## src/rtl/pkt_channel_arbiter.sv

```systemverilog
// pkt_channel_arbiter: round-robin, packet-granular arbiter
// sharing one head/tail-framed channel among N requesters.
module pkt_channel_arbiter #(
  parameter int N         = 4,
  parameter int W         = 32,
  parameter int MAX_BEATS = 64
) (
  input  logic           clk,
  input  logic           reset_n,
  input  logic [N-1:0]   req_valid,
  input  logic [N-1:0]   req_head,
  input  logic [N-1:0]   req_tail,
  input  logic [N*W-1:0] req_data,
  output logic [N-1:0]   req_ready,
  output logic           out_valid,
  output logic           out_head,
  output logic           out_tail,
  output logic [W-1:0]   out_data,
  input  logic           out_ready,
  output logic [N-1:0]   grant,
  output logic           busy,
  output logic           err_len
);

  localparam int IW = $clog2(N);
  localparam int CW = $clog2(MAX_BEATS) + 1;

  typedef enum logic [1:0] {
    IDLE,
    LOCKED,
    DRAIN
  } state_t;

  state_t        state_q;
  state_t        state_d;
  logic [N-1:0]  grant_d;
  logic [IW-1:0] own_q;
  logic [IW-1:0] own_d;
  logic [IW-1:0] rr_q;
  logic [IW-1:0] rr_d;
  logic [IW-1:0] own_nxt;
  logic [CW-1:0] cnt_q;
  logic [CW-1:0] cnt_d;
  logic          err_d;
  logic          src_v;
  logic          src_h;
  logic          src_t;
  logic [W-1:0]  src_d;
  logic [IW-1:0] pick;
  logic          pick_ok;

  assign src_v   = req_valid[own_q];
  assign src_h   = req_head[own_q];
  assign src_t   = req_tail[own_q];
  assign src_d   = req_data[own_q*W +: W];
  assign own_nxt = (own_q == IW'(N-1)) ? '0 : own_q + IW'(1);
  assign busy    = (state_q != IDLE);

  // first head-bearing requester at or after rr_q, circularly
  always_comb begin
    int j;
    j       = 0;
    pick    = '0;
    pick_ok = 1'b0;
    for (int k = N-1; k >= 0; k--) begin
      j = int'(rr_q) + k;
      if (j >= N) j = j - N;
      if (req_valid[j] && req_head[j]) begin
        pick    = IW'(j);
        pick_ok = 1'b1;
      end
    end
  end

  // next state and channel muxing
  always_comb begin
    state_d   = state_q;
    grant_d   = grant;
    own_d     = own_q;
    rr_d      = rr_q;
    cnt_d     = cnt_q;
    err_d     = 1'b0;
    req_ready = '0;
    out_valid = 1'b0;
    out_head  = 1'b0;
    out_tail  = 1'b0;
    out_data  = '0;
    unique case (state_q)
      IDLE: begin
        if (pick_ok) begin
          state_d = LOCKED;
          grant_d = N'(1) << pick;
          own_d   = pick;
          cnt_d   = '0;
        end
      end
      LOCKED: begin
        out_valid = src_v;
        out_head  = src_h;
        out_tail  = src_t;
        out_data  = src_d;
        req_ready = grant & {N{out_ready}};
        if (src_v && out_ready) begin
          cnt_d = cnt_q + CW'(1);
          if (src_t) begin
            state_d = IDLE;
            grant_d = '0;
            rr_d    = own_nxt;
            cnt_d   = '0;
          end else if (cnt_q == CW'(MAX_BEATS-1)) begin
            err_d   = 1'b1;
            state_d = DRAIN;
            rr_d    = own_nxt;
          end
        end
      end
      DRAIN: begin
        req_ready = grant;
        if (src_v && src_t) begin
          state_d = IDLE;
          grant_d = '0;
          cnt_d   = '0;
        end
      end
      default: state_d = IDLE;
    endcase
  end

  // state register with synchronous reset
  always_ff @(posedge clk) begin
    if (!reset_n) begin
      state_q <= IDLE;
      grant   <= '0;
      own_q   <= '0;
      rr_q    <= '0;
      cnt_q   <= '0;
      err_len <= 1'b0;
    end else begin
      state_q <= state_d;
      grant   <= grant_d;
      own_q   <= own_d;
      rr_q    <= rr_d;
      cnt_q   <= cnt_d;
      err_len <= err_d;
    end
  end

endmodule

```

## config.mk

```make
export PLATFORM = sky130hd
export DESIGN_NAME = pkt_channel_arbiter
export DESIGN_NICKNAME = d
export VERILOG_FILES = /design/src/rtl/pkt_channel_arbiter.sv
export SDC_FILE = /design/constraint.sdc
export NUM_CORES = 1
export LEC_CHECK = 0
export ABC_AREA = 1
export CAP_MARGIN = 25
export CORE_UTILIZATION = 31
export CTS_CLUSTER_SIZE = 16
export DETAILED_ROUTE_END_ITERATION = 16
export GPL_TIMING_DRIVEN = 1
export PLACE_DENSITY = 0.79
export SYNTH_ARGS = -nofsm -noshare
export SYNTH_HDL_FRONTEND = slang
export SYNTH_SLANG_ARGS = --single-unit
```

## constraint.sdc

```tcl
create_clock -name clk -period 1.62 [get_ports clk]
set_clock_uncertainty 0.15 [all_clocks]
set_input_delay 0.243 -clock clk [delete_from_list [all_inputs] [get_ports clk]]
set_output_delay 0.243 -clock clk [all_outputs]
set_load 0.02 [all_outputs]
```

Yosys cells after proc, flatten, opt, wreduce, memory -nomap -nowiden
Index checks and enable logic that the tools add are counted.
{"block": "op_classes", "addsub": 9, "order_cmp": 9, "eq_ne": 9, "n_shift": 2, "muxes": 67, "bitwise_logic": 4, "n_reduce_logical": 16}
{"cell": "$mux W32", "n": 5}
{"cell": "$lt A32 B4 Y1 const B", "n": 4}
{"cell": "$shiftx A128 B8 Y32", "n": 1}
{"cell": "$mux W7", "n": 4}
{"cell": "$mux W1", "n": 27}
{"cell": "$mux W2", "n": 12}
{"cell": "$bmux W1 S2", "n": 11}
{"cell": "$pmux W7 S3", "n": 1}
{"cell": "$mux W4", "n": 4}
{"cell": "$pmux W4 S3", "n": 1}
{"cell": "$sub A3 B3 Y4 const B", "n": 3}
{"cell": "$ge A3 B3 Y1 const B", "n": 3}
{"cell": "$ne A2 B2 Y1 const B", "n": 4}
{"cell": "$pmux W4 S2", "n": 1}
{"cell": "$reduce_and A4 Y1", "n": 2}
{"cell": "$add A7 B1 Y7 const B", "n": 1}
{"cell": "$eq A7 B6 Y1 const B", "n": 1}
{"cell": "$add A2 B2 Y3 const B", "n": 2}
{"cell": "$logic_and A1 B1 Y1", "n": 6}
{"cell": "$pmux W2 S3", "n": 1}
{"cell": "$reduce_and A5 Y1", "n": 1}
{"cell": "$and A4 B4 Y4", "n": 1}
{"cell": "$eq A2 B2 Y1 const B", "n": 2}
{"cell": "$reduce_bool A2 Y1", "n": 2}
{"cell": "other kinds (14)", "n": 16}
{"block": "word_totals", "ff_bits": 18, "in_bits": 143, "output_inout_bits": 45, "elab_cells": 122}

Longest topological paths before layout
Gate-level depths: netlist (run 1).
{"block": "logic_depth", "depth_word": 14, "ltp_mapped": 14, "mapped_depth_nobuf": 13}

Worst setup path before layout (run 1)
Ideal clock, no wire load.
{"block": "synth_path", "path_kind": "register to output", "start": "reg own_q[0]", "end": "out out_data[22]", "arrival_time_ns": 1.439, "t_required_ns": 1.227, "slack_ns": -0.212, "stages_incl_launch_ff": 7, "n_path_buf": 3, "path_cell_list": "dfxtp_1 -> buf_6 -> inv_6 -> clkbuf_1 -> clkbuf_1 -> o21ai_0 -> a21oi_1"}
{"block": "synth_via", "elab_chain_len": 2}
{"element": "start: declaration", "line": "37", "text": "logic [IW-1:0] own_q;"}
{"element": "start signal: assignment", "line": "141", "text": "own_q <= own_d;"}
{"element": "$shiftx A128 B8 Y32", "line": "55", "text": "assign src_d = req_data[own_q*W +: W];"}
{"element": "$mux W32", "line": "88", "text": "unique case (state_q)"}
{"element": "end: declaration", "line": "18", "text": "output logic [W-1:0] out_data,"}
Every way passes these cells.

Final worst setup path (run 1)
{"block": "layout_path", "start": "reg own_q[0]", "end": "reg cnt_q[4]"}
{"block": "layout_via", "elab_chain_len": 5, "elab_cells_between_ends": 12, "classes_between": "2 x eq/ne; 7 x mux; 3 x reduce/logical"}
{"element": "$bmux W1 S2 (on tied branches)", "line": "54, 52"}
{"element": "$mux W1 (on tied branches)", "line": "54, 52"}
{"element": "$mux W7, or another cell as far along", "line": "105", "text": "if (src_t) begin"}
{"element": "$mux W7 / $ne A2 B2 Y1 (equally long branches)"}
{"element": "$pmux W7 S3 / $reduce_and A4 Y1 (equally long branches)"}
{"element": "end signal: assignment", "line": "143", "text": "cnt_q <= cnt_d;"}
{"element": "end: declaration", "line": "42", "text": "logic [CW-1:0] cnt_q;"}
Several ways; a longest one is shown, not always the timed one. The select of a mux whose other input is x is not followed.
A chain may end at the register's enable or synchronous reset.

==> results of run 1 <==
## final cells by class
class / instances / area, µm² / area share [%]
clock buffers: 3 / 41.29 / 0.6623
inverters: 21 / 98.84 / 1.585
multi-input cells: 407 / 2805 / 44.99
flip-flops and latches: 18 / 372.9 / 5.980
well taps: 99 / 123.9 / 1.987
repair buffers: 272 / 2793 / 44.79
## flip-flops by register name, summed over array words and instances, names as in the netlist
| register | count |
|---|---|
| grant | 4 |
| rr_q | 2 |
| cnt_q | 7 |
| state_q | 2 |
| own_q | 2 |
| err_len | 1 |
## logic make-up (layout without fill, tap and decap cells)
logic type / after synthesis / in the layout / share of synthesized area (%)
xor gates and xnor gates: 2 / 2 / 0.7255
DFF: 18 / 18 / 14.92
and+or+nand+nor: 278 / 278 / 46.43
adders and majority gates: 6 / 6 / 3.109
buffers and inverters: 51 / 296 / 9.481
AOI/OAI and AO/OA: 121 / 121 / 25.34
## where the power goes
group          switching [mW]  internal, mW
combinational            4.43          3.61
sequential              0.120         0.554
clock                   0.160         0.166
## metrics by stage
stage | total power [mW] | utilization (%) | area, µm² | hold WS, ps | std cells
detailed placement | 6.293 | 69.09 | 5119 | 316.8 | 788
floorplan | 4.242 | - | 2853 | 248.1 | 476
global placement | 6.178 | 69.09 | 5119 | 296.2 | 788
global route | 9.502 | 84.16 | 6235 | 357.5 | 820
finish | 9.041 | 84.16 | 6235 | 348.4 | 820
CTS | 7.853 | 76.22 | 5647 | 332.0 | 807
## synth_stat cells, types with 2 or more instances
cell      count  area, µm²
nor2_1      153      574.3
nand2_1      83      311.6
o21ai_0      74      370.4
a21oi_1      45      225.2
nand3_1      24      120.1
clkbuf_1     20      75.07
dfxtp_1      18      360.4
inv_1        17      63.81
nand2_2       7      43.79
ha_1          6      75.07
buf_2         5      25.02
nor3_1        5      25.02
buf_6         3      33.78
buf_1         2      7.510
nand4_1       2      12.51
## worst min path at each step
| stage | startpoint | endpoint |
|---|---|---|
| detailed placement | cnt_q[6] | cnt_q[6] |
| finish | cnt_q[6] | cnt_q[6] |
| floorplan | out_ready | err_len |
| global route | cnt_q[6] | cnt_q[6] |
| CTS | cnt_q[6] | cnt_q[6] |
| global placement | cnt_q[6] | cnt_q[6] |
## worst reg2reg max path, delay by kind of cell (launching register included)
family	cells	cell delay (ps)
AO/OA/AOI/OAI	1	80
AND/OR/NAND/NOR	10	860
buffers and inverters	3	440
flip-flops	1	410
## routing by layer
layer / global-route usage [%] / vias to the layer above
li1: - / 2055
met1: 32.06 / 2071
met2: 59.92 / 270
met3: 3.956 / 83
met4: 13.17 / 0
met5: 0 / -
## timing repair
action | in CTS | in global routing
setup endpoints to repair | 60 | 59
setup buffers | 13 | 11
gates cloned | 3 | 4
pin swaps | 32 | 59
resized for setup | 395 | 136
hold endpoints to repair | 0 | 0
==> impl_results.md, run 1 <==
- Status: complete, but fails checks
- Failing checks: negative setup slack
- Routed met2 length: 7.782 mm
- Yosys reg bits: 18
- Critical path type: reg2reg
- Worst r2r path cells: 14
- FF-to-FF End: cnt_q[4]
- # fillers: 396
- Final layout net count: 872
- CP most frequent cell: nand2_2
- H-tree depth: 1
- Clock transition at path regs: 70 ps
- Mapped Cells: 476
- ANT nets after route: 0
- Final Worst Setup Slack: -417.5 ps
- First-pass detailed-route iteration total: 5
- Number of synthesized flops with an enable pin: 0
- Worst-case clock buffer depth: 2
- CP Max Fanout: 6
- Initial DRC Count: 225
- Slew @ Worst Pin: 286.1 ps
- Reg-to-Reg Start: own_q[0]
- CP startpoint kind: register
- CP cell instances: buf_8 > buf_8 > nand2_4 > nand2_2 > nand2_2 > nand2_2 > nand2_2 > nand2_2 > nand2_2 > nor2_4 > buf_6 > nand2_2 > o21ai_1 > nor2_1
- Top Layer Used: met4
- Data arrival, critical path: 2040 ps
- Critical path buffers and inverters: 3
- Synth unique cells: 27
- Share of layout cells above drive strength 1: 45.49%
- Placed wire-length estimate: 8.870 mm
- Gr usage total: 30.52%
- WL/cell: 18.36 µm
- Final period util: 125.8%
- Fmax: 490.8 MHz
- Min Clock Period, post-route: 2038 ps
- Max incr delay on CP: 410 ps
- Crit path depth: 14
- Initial antenna violation count: 0
- Clk Latency, worst-skew pair: 260 ps
- Starting Density: 32.60%
- Commonest non-fill, non-tap cell in the layout: clkdlybuf4s50_1
- Row count: 31
- Max Slew Vio Count: 0
- RSZ-0062 raised after global routing: yes
- Async SR Flop Fraction: 0%
- CTS tree: done
- Max cap viols: 0
- Slew Limit Headroom: 80.78%
- Mapped Nets: 625
- Largest net degree at the start of global routing: 34
- PD cells: 1450 mW/mm²
- Clock net sink count: 18
- Largest delay contributor family on the critical path: simple AND/OR/NAND/NOR gates
- Yosys warnings: 0
- Final Hold Violating Endpoints: 0
- Worst Setup EP: cnt_q[4]
- Final WL: 15.06 mm
- Internal reg-to-reg setup slack: -420 ps
- Gr ovfl total: 0
- Chip height: 90.26 µm
- Crit path launch: own_q[0]
- Post-Syn Area per Cell: 5.073 µm²
- Area of the mapped netlist: 0.002415 mm²
- Chip width: 90.26 µm
- CTS buffer count: 3
- Pre-CTS WS: -577.9 ps
- DR vias: 4,479
- Worst Hold Depth: 2
- Seq/Total Area, Yosys: 14.92%
- Worst VDD drop: 0.001098 V
- P_leak: 2.542 nW
- Number of vias per cell: 5.462
- Ports: 188
- Crit path required time: 1620 ps
- CP Capture Type: register
- DRC viols: 0
- Worst min path class: reg2reg
- Slowest CP cell: dfxtp_4
- Met3 wire length: 1.022 mm
- Port Buffers: 187
- TNS Setup: -16,100 ps
- Final setup viols: 56
- First-pass GRT wire length: 20.30 mm
- CTS root buf: clkbuf_8
- Diodes inserted: 0
- # hold bufs at CTS: 0
- Full die area: 0.008147 mm²
- Routed met1 length: 5.377 mm
- Highest-count cells in the layout ignoring fill and taps: clkdlybuf4s50_1 (135), nor2_1 (124), buf_4 (57)
- Gp weighted congestion: 0.8421
- Vias in the first global route: 4,223
- Top_reg_cell synth: dfxtp_1
- Placeable Area: 0.007408 mm²
- Area growth, synth to finish: 158.2%
No activity file was read; power rests on OpenSTA's default activity.
==> inputs of run 2 (changes only) <==
--- a/config.mk
+++ b/config.mk
@@ -5,13 +5,12 @@
 export SDC_FILE = /design/constraint.sdc
 export NUM_CORES = 1
 export LEC_CHECK = 0
-export ABC_AREA = 1
 export CAP_MARGIN = 25
-export CORE_UTILIZATION = 31
+export CORE_UTILIZATION = 30
 export CTS_CLUSTER_SIZE = 16
 export DETAILED_ROUTE_END_ITERATION = 16
 export GPL_TIMING_DRIVEN = 1
-export PLACE_DENSITY = 0.79
+export PLACE_DENSITY = 0.78
 export SYNTH_ARGS = -nofsm -noshare
 export SYNTH_HDL_FRONTEND = slang
 export SYNTH_SLANG_ARGS = --single-unit
==> run 2 against run 1 <==
  * The run still ends with negative setup slack left
  * First-iteration DRC count decreased by 33%
  * Clock power increased by 20%
  * Global-route usage down 6.1 points
  * Setup slack worse by 250 ps
  * Via count down 31%
  * Wire length is 25% lower
  * Core utilization fell by 13 points
  * Critical path type unchanged
  * Combinational power down 62%
  * Flip-flop and latch count did not move
==> impl_results.md, run 2 <==
- Share of layout cells above drive strength 1: 43.91% (was 45.49%)
- Initial DRC Count: 151 (was 225)
- Final Hold Violating Endpoints: 0 (unchanged)
- Vias in the first global route: 2,890 (was 4,223)
- Async SR Flop Fraction: 0% (unchanged)
- Total Power: 3.991 mW (was 9.041 mW)
- Max cap viols: 0 (unchanged)
- Dpl cells: 553 (was 788)
- CTS tree: done (unchanged)
- TNS Setup: -28,210 ps (was -16,100 ps)
- RSZ-0062 raised after global routing: yes (unchanged)
- ANT nets after route: 0 (unchanged)
- Final WL: 11.33 mm (was 15.06 mm)
- Port Buffers: 187 (unchanged)
- Final period util: 141.1% (was 125.8%)
- Fmax: 437.4 MHz (was 490.8 MHz)
- H-tree depth: 1 (unchanged)
- CTS root buf: clkbuf_8 (unchanged)
- Largest regs: cnt_q x7, grant x4 (unchanged)
- Min Clock Period, post-route: 2286 ps (was 2038 ps)
- Clock net sink count: 18 (unchanged)
- Gp weighted congestion: 0.9064 (was 0.8421)
- PD cells: 770.6 mW/mm² (was 1450 mW/mm²)
- Yosys top cell area share: 34.48% (was 23.78%)
- Largest reg by FF count: cnt_q (unchanged)
- Starting Density: 31.35% (was 32.60%)
- Number of synthesized flops with an enable pin: 0 (unchanged)
- CTS buffer count: 3 (unchanged)
- Yosys reg bits: 18 (unchanged)
- Highest-count cells in the layout ignoring fill and taps: clkdlybuf4s50_1 (136), buf_4 (58), mux4_2 (35) (was clkdlybuf4s50_1 (135), nor2_1 (124), buf_4 (57))
- Crit path required time: 1680 ps (was 1620 ps)
- Worst min path class: reg2reg (unchanged)
- Chip width: 89.29 µm (was 90.26 µm)
- Status: complete, but fails checks (unchanged)
- Seq/Total Area, Yosys: 15.76% (was 14.92%)
- Non-Filler Instances: 575 (was 820)
- Clock transition at path regs: 70 ps (about the same)
- Failing checks: negative setup slack (unchanged)
- CP Capture Type: register (unchanged)
- Final setup viols: 55 (was 56)
- Area of the mapped netlist: 0.002286 mm² (was 0.002415 mm²)
- P_leak: 2.106 nW (was 2.542 nW)
- Yosys warnings: 0 (unchanged)
- Smallest hold slack: 364.6 ps (was 348.4 ps)
- Slew @ Worst Pin: 332.0 ps (was 286.1 ps)
- Initial antenna violation count: 0 (unchanged)
- Gr ovfl total: 0 (unchanged)
- Multi-input logic area: 0.002148 mm² (was 0.002805 mm²)
- Max FFs per register: 7 (unchanged)
- Gr usage total: 24.38% (was 30.52%)
- Data arrival, critical path: 2340 ps (was 2040 ps)
- Placed wire-length estimate: 8.537 mm (was 8.870 mm)
- Slew Limit Headroom: 77.83% (was 80.78%)
- # hold bufs at CTS: 0 (unchanged)
- Ranking of synthesized cells by area: mux4_2 (34%), dfxtp_1 (16%), and2_1 (11%) (was nor2_1 (24%), o21ai_0 (15%), dfxtp_1 (15%))
- Diodes inserted: 0 (unchanged)
- Synth unique cells: 45 (was 27)
- Clk Latency, worst-skew pair: 270 ps (was 260 ps)
- Final Worst Setup Slack: -666.3 ps (was -417.5 ps)
- Row count: 31 (unchanged)
- DR vias: 3,074 (was 4,479)
- # fillers: 538 (was 396)
- DRC viols: 0 (unchanged)
- Largest net degree at the start of global routing: 30 (was 34)
- Final layout net count: 626 (was 872)
- Top_reg_cell synth: dfxtp_1 (unchanged)
- Ports: 188 (unchanged)
- Max Slew Vio Count: 0 (unchanged)
- Pre-CTS WS: -867.9 ps (was -577.9 ps)
- CP Max Fanout: 7 (was 6)
- Full die area: 0.007973 mm² (was 0.008147 mm²)
- Mapped Nets: 376 (was 625)
- First-pass GRT wire length: 14.57 mm (was 20.30 mm)
- WL/cell: 19.71 µm (was 18.36 µm)
- Placeable Area: 0.007292 mm² (was 0.007408 mm²)
- Commonest non-fill, non-tap cell in the layout: clkdlybuf4s50_1 (unchanged)
- Dominant cell type by area after synthesis: mux4_2 (was nor2_1)
- Sequential Area: 372.9 µm² (unchanged)
- Post-Syn Area per Cell: 10.07 µm² (was 5.073 µm²)
- Mapped Cells: 227 (was 476)
- Worst-case clock buffer depth: 2 (unchanged)
- Chip height: 89.29 µm (was 90.26 µm)
- Count leader, synth: and2_1 (was nor2_1)
- First-pass detailed-route iteration total: 4 (was 5)
- Area growth, synth to finish: 126.5% (was 158.2%)
- CP startpoint kind: register (unchanged)
- Worst VDD drop: 0.0005504 V (was 0.001098 V)
- Number of vias per cell: 5.346 (was 5.462)
- Synth top cells by count: and2_1 (42), mux4_2 (35), dfxtp_1 (18) (was nor2_1 (153), nand2_1 (83), o21ai_0 (74))
- Critical path type: reg2reg (unchanged)
-- run 2: cell type report --
cell class                      instances  area share, %
Timing Repair Buffer                  263          47.21
Multi-Input combinational cell        182          41.48
Sequential cell                        18          7.200
Tap cell                               99          2.392
Clock buffer                            4          1.063
Inverter                                9         0.6523
-- run 2: cell families after synthesis --
| family | synth area share, % |
|---|---|
| multiplexers | 35.80 |
| AO/OA/AOI/OAI | 18.45 |
| flip-flops | 15.76 |
| buffers and inverters | 4.817 |
| adder cells (fa/ha/maj) | 3.284 |
| AND/OR/NAND/NOR | 21.89 |
-- run 2: report_power, final --
group          switching, mW  internal [mW]  total [mW]
clock network          0.174          0.217       0.390
registers             0.0513          0.492       0.543
logic                   1.45           1.61        3.06
-- run 2: worst max-delay path, stage by stage (launching register included) --
cell     delay (ps)
dfxtp_4         420
mux4_2          560
or4_4           460
buf_6           160
nor4b_4         240
o221a_1         240
-- run 2: metrics by stage --
| step | utilization [%] | cell area [µm²] |
|---|---|---|
| CTS | 67.74 | 4940 |
| detailed placement | 64.58 | 4710 |
| global route | 71.02 | 5179 |
| global placement | 64.58 | 4710 |
| floorplan | - | 2397 |
| finish | 71.02 | 5179 |
-- run 2: repair_timing --
action	CTS	global route
endpoints found under the setup margin	62	58
resized for setup	207	49
pin swaps	14	15
cloned	1	1
endpoints found under the hold margin	0	0
setup buffers	6	10
-- run 2: routing by layer --
layer / track usage, % / part of all wire, %
met5: 0 / 0
met4: 6.061 / 2.0
met3: 5.171 / 8.2
met2: 46.50 / 54
met1: 27.44 / 36
-- run 2: final timing paths --
check              from         end  slack (ps)  cells past startpoint
max            own_q[0]    cnt_q[3]        -670                      5
min          state_q[0]  state_q[0]         360                      2
max reg2reg    own_q[0]    cnt_q[3]        -670                      5
min reg2reg  state_q[0]  state_q[0]         360                      2
==> inputs of run 3 (changes only) <==
--- a/config.mk
+++ b/config.mk
@@ -5,12 +5,13 @@
 export SDC_FILE = /design/constraint.sdc
 export NUM_CORES = 1
 export LEC_CHECK = 0
-export CAP_MARGIN = 25
-export CORE_UTILIZATION = 30
+export CELL_PAD_IN_SITES_DETAIL_PLACEMENT = 1
+export CELL_PAD_IN_SITES_GLOBAL_PLACEMENT = 1
+export CORE_UTILIZATION = 21
 export CTS_CLUSTER_SIZE = 16
 export DETAILED_ROUTE_END_ITERATION = 16
 export GPL_TIMING_DRIVEN = 1
-export PLACE_DENSITY = 0.78
+export PLACE_DENSITY_LB_ADDON = 0.1
 export SYNTH_ARGS = -nofsm -noshare
 export SYNTH_HDL_FRONTEND = slang
 export SYNTH_SLANG_ARGS = --single-unit
==> run 3 against run 2 <==
  * The flow still finishes with violations (negative setup slack)
  * Critical path depth up 1
  * Clock power up 4%
  * Sequential share of layout area down 0.50 points
  * Via count about the same
  * Wire length up 16%
  * Final cell count up 7.8%
==> impl_results.md, run 3 (synthesis gave the netlist of run 2 again) <==
- Status: complete, but fails checks (unchanged)
- Failing checks: negative setup slack (unchanged)
- Clock net sink count: 18 (unchanged)
- ANT nets after route: 0 (unchanged)
- Share of layout cells above drive strength 1: 49.90% (was 43.91%)
- Largest delay contributor family on the critical path: simple AND/OR/NAND/NOR gates (unchanged)
- # fillers: 1,147 (was 538)
- Reg-to-Reg Start: own_q[0] (unchanged)
- Pre-CTS WS: -911.4 ps (was -867.9 ps)
- TNS Setup: -29,930 ps (was -28,210 ps)
- Slowest CP cell: mux4_2 (unchanged)
- Crit path required time: 1690 ps (was 1680 ps)
- PD cells: 789.0 mW/mm² (was 770.6 mW/mm²)
- Placeable Area: 0.01042 mm² (was 0.007292 mm²)
- Final setup viols: 55 (unchanged)
- Combinational power share: 78.3% (was 76.6%)
- FF-to-FF End: cnt_q[4] (was cnt_q[3])
- Chip height: 106.3 µm (was 89.29 µm)
- Layout Utilization: 53.39% (was 71.02%)
- Vias in the first global route: 3,260 (was 2,890)
- Data arrival, critical path: 2390 ps (was 2340 ps)
- CTS buffer count: 3 (unchanged)
- Worst-case clock buffer depth: 2 (unchanged)
- Worst r2r path cells: 6 (was 5)
- CTS tree: done (unchanged)
- DR vias: 3,077 (was 3,074)
- Multi-input logic area: 0.002233 mm² (was 0.002148 mm²)
- Gr usage total: 22.00% (was 24.38%)
- Crit path launch: own_q[0] (unchanged)
- Final Worst Setup Slack: -698.4 ps (was -666.3 ps)
- Critical path buffers and inverters: 2 (was 1)
- Area growth, synth to finish: 143.3% (was 126.5%)
- Gp weighted congestion: 0.8395 (was 0.9064)
- Highest-count cells in the layout ignoring fill and taps: clkdlybuf4s50_1 (138), buf_4 (61), buf_6 (42) (was clkdlybuf4s50_1 (136), buf_4 (58), mux4_2 (35))
- Final WL: 13.09 mm (was 11.33 mm)
- Max Slew Vio Count: 0 (unchanged)
- Max FFs per register: 7 (unchanged)
- Placed cell area: 0.004791 mm² (was 0.004710 mm²)
- CP Max Fanout: 5 (was 7)
- First-pass detailed-route iteration total: 4 (unchanged)
- First-pass GRT wire length: 19.06 mm (was 14.57 mm)
- Clock transition at path regs: 80 ps (was 70 ps)
- Largest net degree at the start of global routing: 29 (was 30)
- Final layout net count: 633 (was 626)
- CP Capture Type: register (unchanged)
- Internal reg-to-reg setup slack: -700 ps (was -670 ps)
- Non-Filler Instances: 620 (was 575)
- Internal power: 2.607 mW (was 2.320 mW)
- DRC viols: 0 (unchanged)
- Switch share: 40.59% (was 41.87%)
- Starting Density: 21.95% (was 31.35%)
- Seq pwr share: 12.5% (was 13.6%)
- Max incr delay on CP: 550 ps (was 560 ps)
- Clk Latency, worst-skew pair: 270 ps (about the same)
- Switching Power: 1.781 mW (was 1.671 mW)
- Row count: 37 (was 31)
- H-tree depth: 1 (unchanged)
- Min Clock Period, post-route: 2318 ps (was 2286 ps)
- Final Hold Violating Endpoints: 0 (unchanged)
- Fmax: 431.3 MHz (was 437.4 MHz)
- P_leak: 2.204 nW (was 2.106 nW)
- Full die area: 0.01131 mm² (was 0.007973 mm²)
- WL/cell: 21.12 µm (was 19.71 µm)
- CP startpoint kind: register (unchanged)
- Number of vias per cell: 4.963 (was 5.346)
- Total Power: 4.388 mW (was 3.991 mW)
- Largest reg by FF count: cnt_q (unchanged)
- RSZ-0062 raised after global routing: yes (unchanged)
- Worst Setup EP: cnt_q[4] (was cnt_q[3])
- Commonest non-fill, non-tap cell in the layout: clkdlybuf4s50_1 (unchanged)
- Slew Limit Headroom: 74.49% (was 77.83%)
- Initial DRC Count: 129 (was 151)
- Smallest hold slack: 374.5 ps (was 364.6 ps)
- Largest regs: cnt_q x7, grant x4 (unchanged)
- Initial antenna violation count: 1 (was 0)
- Worst VDD drop: 0.0003993 V (was 0.0005504 V)
- Port Buffers: 187 (unchanged)
- Slew @ Worst Pin: 382.7 ps (was 332.0 ps)
- Critical path type: reg2reg (unchanged)
- Gr ovfl total: 0 (unchanged)
- CP cell instances: buf_12 > mux4_2 > or4_4 > buf_4 > nor4b_2 > o221a_2 (was mux4_2 > or4_4 > buf_6 > nor4b_4 > o221a_1)
- Final period util: 143.1% (was 141.1%)
- Ports: 188 (unchanged)
- Max cap viols: 0 (unchanged)
- # hold bufs at CTS: 0 (unchanged)
- Placed wire-length estimate: 10.18 mm (was 8.537 mm)
- Sequential Area: 372.9 µm² (unchanged)
- Crit path depth: 6 (was 5)
- Design area: 0.005562 mm² (was 0.005179 mm²)
- Worst min path class: reg2reg (unchanged)
- CTS root buf: clkbuf_8 (unchanged)
- Dpl cells: 593 (was 553)
- Clock Power Share: 9.3% (was 9.8%)
- Chip width: 106.3 µm (was 89.29 µm)
run 3: cell count changes in the layout (fill, tap and decap cells not counted), moves of 5 or more:
cell             previous run  this run
and2_1                     29        17
dlygate4sd2_1              12         4
clkdlybuf4s15_2             0         5
and2_4                     12        25
buf_2                      21         5
buf_6                      26        42
run 3: cell type report:
| class | instances | area share [%] |
|---|---|---|
| sequential | 18 | 6.704 |
| multi-input combinational | 182 | 40.16 |
| antenna | 1 | 0.04499 |
| tap | 136 | 3.060 |
| clock buffer | 4 | 0.9899 |
| timing repair buffer | 270 | 48.35 |
| inverter | 9 | 0.6974 |
run 3: what timing repair did:
item / in CTS / in global routing
gates resized for setup: 271 / 61
pin swaps: 17 / 29
setup buffers: 12 / 10
cloned: 1 / 1
endpoints found under the setup margin: 62 / 57
run 3: worst min path at each step:
stage	start	end	slack, ps	depth (start not counted)
6_report	state_q[0]	state_q[0]	370	2
5_1_grt	state_q[0]	state_q[0]	390	2
4_1_cts	state_q[0]	state_q[0]	380	2
3_5_place_dp	state_q[0]	state_q[0]	360	2
3_3_place_gp	state_q[0]	state_q[0]	340	2
2_1_floorplan	cnt_q[1]	cnt_q[1]	310	2
run 3: worst reg2reg max path, stage by stage, from the launching register on:
cell and delay [ps]:
dfxtp_4 380, buf_12 110, mux4_2 550, or4_4 490, buf_4 180, nor4b_2 210
o221a_2 210
run 3: per-layer routing:
metal	wire length, µm	vias to the layer above	track usage, %
li1	-	1432	-
met1	5236	1528	25.92
met2	6780	101	40.26
met3	848	16	4.169
met4	229	0	6.052
met5	0	-	0
run 3: power by group through the flow:
stage | sequential [mW] | combinational (mW) | clock [mW]
after floorplan | 0.544 | 1.41 | 0
after global placement | 0.547 | 2.78 | 0
after detailed placement | 0.550 | 2.81 | 0
after CTS | 0.549 | 3.15 | 0.416
after global routing | 0.553 | 3.63 | 0.423
final | 0.546 | 3.43 | 0.407
